$ cat src/rtl/aes_round_sequencer.sv
// Control sequencer for an iterative AES datapath: steps one 128-bit block through
// the initial AddRoundKey, NUM_ROUNDS-1 full rounds and the final round, then holds done.
module aes_round_sequencer #(
    parameter int NUM_ROUNDS = 10,
    parameter int IDX_W      = 4
) (
    input  logic             clk,
    input  logic             n_rst,
    input  logic             start,
    input  logic             opt_mode,
    input  logic             key_ready,
    input  logic             abort,
    input  logic             out_ready,
    output logic             busy,
    output logic             load_state,
    output logic             addkey_en,
    output logic             round_en,
    output logic             mix_en,
    output logic             inv,
    output logic [IDX_W-1:0] round_idx,
    output logic             done,
    output logic [2:0]       dbg_state
);

    // Handshake: start is accepted only while busy=0; done stays high until out_ready=1
    // is seen in the same cycle, and the block leaves DONE on that edge.
    typedef enum logic [2:0] {
        S_IDLE     = 3'd0,
        S_WAIT_KEY = 3'd1,
        S_LOAD     = 3'd2,
        S_ROUND    = 3'd3,
        S_FINAL    = 3'd4,
        S_DONE     = 3'd5
    } state_t;

    localparam logic [IDX_W-1:0] LAST_IDX = IDX_W'(NUM_ROUNDS);

    state_t           r_state;
    state_t           w_next;
    logic [IDX_W-1:0] r_cnt;
    logic [IDX_W-1:0] w_cnt_next;
    logic             r_inv;
    logic             w_accept;

    always_ff @(posedge clk or negedge n_rst) begin
        if (!n_rst) begin
            r_state <= S_IDLE;
            r_cnt   <= '0;
            r_inv   <= 1'b0;
        end else begin
            r_state <= w_next;
            r_cnt   <= w_cnt_next;
            if (w_accept) begin
                r_inv <= opt_mode;
            end
        end
    end

    always_comb begin
        w_next     = r_state;
        w_cnt_next = r_cnt;
        w_accept   = 1'b0;
        busy       = 1'b1;
        load_state = 1'b0;
        addkey_en  = 1'b0;
        round_en   = 1'b0;
        mix_en     = 1'b0;
        round_idx  = '0;
        done       = 1'b0;

        case (r_state)
            S_IDLE: begin
                busy = 1'b0;
                if (start) begin
                    w_accept = 1'b1;
                    w_next   = key_ready ? S_LOAD : S_WAIT_KEY;
                end
            end
            S_WAIT_KEY: begin
                if (key_ready) begin
                    w_next = S_LOAD;
                end
            end
            S_LOAD: begin
                load_state = 1'b1;
                addkey_en  = 1'b1;
                round_idx  = r_inv ? LAST_IDX : '0;
                w_cnt_next = IDX_W'(1);
                w_next     = S_ROUND;
            end
            S_ROUND: begin
                round_en   = 1'b1;
                mix_en     = 1'b1;
                addkey_en  = 1'b1;
                round_idx  = r_inv ? (LAST_IDX - r_cnt) : r_cnt;
                w_cnt_next = r_cnt + IDX_W'(1);
                if (r_cnt == LAST_IDX - IDX_W'(1)) begin
                    w_next = S_FINAL;
                end
            end
            S_FINAL: begin
                round_en  = 1'b1;
                addkey_en = 1'b1;
                round_idx = r_inv ? '0 : LAST_IDX;
                w_next    = S_DONE;
            end
            S_DONE: begin
                done = 1'b1;
                if (out_ready) begin
                    w_next = S_IDLE;
                end
            end
            default: begin
                w_next = S_IDLE;
            end
        endcase

        // Abort cancels any in-flight block; it never blocks a start seen in IDLE.
        if (abort && (r_state != S_IDLE)) begin
            w_next = S_IDLE;
        end
        if (w_next == S_IDLE) begin
            w_cnt_next = '0;
        end
    end

    assign inv       = r_inv;
    assign dbg_state = r_state;

endmodule

$ cat config.mk
export PLATFORM = sky130hd
export DESIGN_NAME = aes_round_sequencer
export DESIGN_NICKNAME = d
export VERILOG_FILES = /design/src/rtl/aes_round_sequencer.sv
export SDC_FILE = /design/constraint.sdc
export NUM_CORES = 1
export LEC_CHECK = 0
export ABC_AREA = 1
export CORE_MARGIN = 5
export CORE_UTILIZATION = 46
export CTS_CLUSTER_SIZE = 25
export DETAILED_ROUTE_END_ITERATION = 7
export GPL_TIMING_DRIVEN = 0
export HOLD_SLACK_MARGIN = 0.15
export PLACE_DENSITY_LB_ADDON = 0.08
export REMOVE_ABC_BUFFERS = 1
export SETUP_SLACK_MARGIN = 0.3
export SLEW_MARGIN = 20
export SYNTH_ARGS = -nofsm -noshare
export SYNTH_HDL_FRONTEND = slang
export SYNTH_SLANG_ARGS = --single-unit
$ cat constraint.sdc
create_clock -name clk -period 3.5 [get_ports clk]
set_clock_uncertainty 0.05 [all_clocks]
set_input_delay 0.7 -clock clk [delete_from_list [all_inputs] [get_ports clk]]
set_output_delay 0.7 -clock clk [all_outputs]
set_load 0.01 [all_outputs]
==> impl_metrics.py <==
metrics = {
    "status": {
        "outcome": "finished, final reports clean",
    },
    "critical_path": {
        "end_kind": "output pin",
        "cp_max_fo": 7,
        "critical_path_class": "flip-flop to output pin",
        "cp-start-kind": "flip-flop",
        "reg2reg_depth": 9,
        "critPathArrivalTime_ns": 1.89,
        "worstPathRequired_ns": 2.75,
    },
    "hold_path": {
        "min_path_type": "flip-flop to flip-flop",
        "hold_depth": 2,
    },
    "detailed_routing": {
        "antenna_left": 0,
        "drtIter0Drc": 10,
        "routedWlPerCell_um": 11.7,
        "wl_um": 1540,
        "viasPerCell": 5.02,
        "vias": 663,
        "firstDrtPassIters": 4,
        "post-route-drc-count": 0,
    },
    "global_route": {
        "grt_pass1_wl_um": 2570,
        "grt_max_degree": 9,
        "grt_usage_pct": 16.7,
        "antenna_found_initial": 0,
        "grt.overflow.total": 0,
        "first_global_vias": 585,
    },
    "synthesis": {
        "syn_inst": 94,
        "yosys-top-cells-area": "dfrtp_1 33%, nand2_1 17%, inv_1 7.3%, o21ai_0 6.5%, nor2_1 6.1%",
        "ys.flop_type": "dfrtp_1",
        "ys_ff_latch": 8,
        "synth_edf_count": 0,
        "synth_common_cells": "27 x nand2_1, 12 x inv_1, 10 x nor2_1",
        "yosysSeqAreaShare_pct": 32.7,
        "ys_types": 19,
        "synth-adder-area-share_pct": 4.08,
        "synthesis.area_um2": 613,
        "synth_warnings": 0,
        "syn_area_per_cell_um2": 6.52,
        "synth_top_area_share_pct": 32.7,
        "async_reset_ff_share_pct": 100,
        "synth-compound-area-share_pct": 10.4,
        "yosysTopAreaCell": "dfrtp_1",
        "synth-xor-area-share_pct": 1.43,
        "synth-simple-area-share_pct": 41.0,
        "synth_top_family_by_area": "simple AND/OR/NAND/NOR gates",
        "synth.most_common_cell": "nand2_1",
        "muxShareOfSynthArea_pct": 0,
    },
    "placed_design": {
        "dp_hpwl_um": 1250,
        "gp_congestion": 0.782,
        "port_buffers": 20,
    },
    "layout": {
        "fin_nets": 128,
        "area_growth_pct": 39.4,
        "fill_cells": 131,
        "n_antenna_cell": 0,
        "drive_gt1_share_pct": 12.8,
    },
    "power": {
        "p_leak_nw": 0.443,
        "vdd_drop_max_v": 0.000417,
        "p_total_w": 0.000689,
        "p_per_area_nw_per_um2": 806,
    },
    "timing": {
        "tightest_slew_ns": 0.337,
        "drv_slew": 0,
        "rsz0062_at_grt": "false",
        "fmaxAchievable_ghz": 0.379,
        "finalCriticalPeriod_ns": 2.64,
        "setup_viol_count_final": 0,
        "slew_headroom_pct": 77.5,
        "hold_viol": 0,
        "fin_tns_setup_ns": 0,
        "period_share_pct": 75.4,
    },
    "clocking": {
        "cts_tree": "yes",
        "cts_root_buf": "clkbuf_4",
        "path_clk_slew_ns": 0.05,
        "numCtsBuffers": 3,
        "holdBufCountCts": 0,
        "cts.path.max_buffers": 2,
        "postCtsSetupRepairBufs": 0,
        "clk_latency_ns": 0.25,
        "cts_resized": 0,
        "clock_sinks": 8,
        "h-tree-depth": 1,
    },
    "floorplan": {
        "ioPinCount": 21,
        "core_area_um2": 1280,
        "die_w_um": 46.5,
        "start_util_pct": 47.7,
        "die_h_um": 46.5,
        "dieArea_um2": 2160,
        "rows": 13,
    },
    "flow_run": {
        "cap_violations": 0,
    },
}
==> final timing paths <==
kind	slack, ns	end	startpoint
max in group asynchronous	2.48	dbg_state[2]$_DFF_PN0_	n_rst
setup / recovery	0.86	round_idx[3]	dbg_state[2]$_DFF_PN0_
min in group asynchronous	0.67	r_cnt[1]$_DFFE_PN0P_	n_rst
hold reg to reg	0.52	r_cnt[1]$_DFFE_PN0P_	r_cnt[1]$_DFFE_PN0P_
setup reg to reg	1.90	r_cnt[2]$_DFFE_PN0P_	r_cnt[1]$_DFFE_PN0P_
hold / removal	0.52	r_cnt[1]$_DFFE_PN0P_	r_cnt[1]$_DFFE_PN0P_
==> state kept, by name, summed over array words and instances (netlist names) <==
name,count
dbg_state,3
inv,1
r_cnt,4
==> metrics by stage <==
step / std cells / instance area, um2 / setup WS (ns) / hold slack, ns / util [%]
floorplan: 94 / 613 / 1.56 / 0.354 / -
global route: 132 / 855 / 0.705 / 0.571 / 66.5
finish: 132 / 855 / 0.860 / 0.521 / 66.5
global placement: 129 / 832 / 1.13 / 0.509 / 64.8
CTS: 132 / 855 / 0.844 / 0.525 / 66.5
detailed placement: 129 / 832 / 1.12 / 0.514 / 64.8
==> power breakdown <==
group	internal, W	switching [W]	leakage (nW)
registers	0.000122	0.0000478	0.103
logic	0.000207	0.000245	0.325
clock network	0.0000390	0.0000281	0.0138
total	0.000368	0.000321	0.443
==> placed cells by master, fill, tap and decap left out <==
master,synthesis,layout
nand3_2,1,1
o211ai_1,1,1
nor2_2,1,1
clkdlybuf4s50_1,0,20
clkbuf_4,0,3
nand3_1,5,5
a21oi_1,2,2
inv_1,12,12
xnor2_1,1,1
nor2_1,10,10
nand2_2,3,3
nand4_1,3,3
nor2_4,1,1
nand2_1,27,27
nor3_1,2,2
nand4_2,1,1
o21ai_0,8,8
ha_1,2,2
a31oi_1,1,1
dfrtp_1,8,8
inv_2,5,5
==> final cells by class <==
cell class	instances	area (um2)	share of cell area, %
tap	15	18.8	2.20
inverter	17	63.8	7.47
clock buffer	3	22.5	2.64
multi-input combinational	69	349	40.8
timing repair buffer	20	200	23.4
sequential	8	200	23.4
==> layer usage <==
| metal | vias up | track usage [%] | wire, um |
|---|---|---|---|
| met4 | 0 | 8.52 | 0 |
| met5 | - | 0 | 0 |
| met3 | 0 | 2.34 | 67 |
| met2 | 18 | 25.3 | 749 |
| li1 | 346 | - | - |
| met1 | 299 | 22.9 | 723 |
==> worst max-delay path, stage by stage, from the launching register on <==
cell	delay, ns
dfrtp_1	0.43
inv_2	0.13
nand2_2	0.12
nor2_4	0.20
nand2_1	0.07
o21ai_0	0.15
clkdlybuf4s50_1	0.55
==> logic make-up (layout without fill, tap and decap cells) <==
group / after synthesis / in the layout
simple gates: 54 / 54
fa+ha+maj: 2 / 2
flops: 8 / 8
buf+inv: 17 / 40
xor+xnor: 1 / 1
compound gates: 12 / 12
No activity file was read; power rests on OpenSTA's default activity.
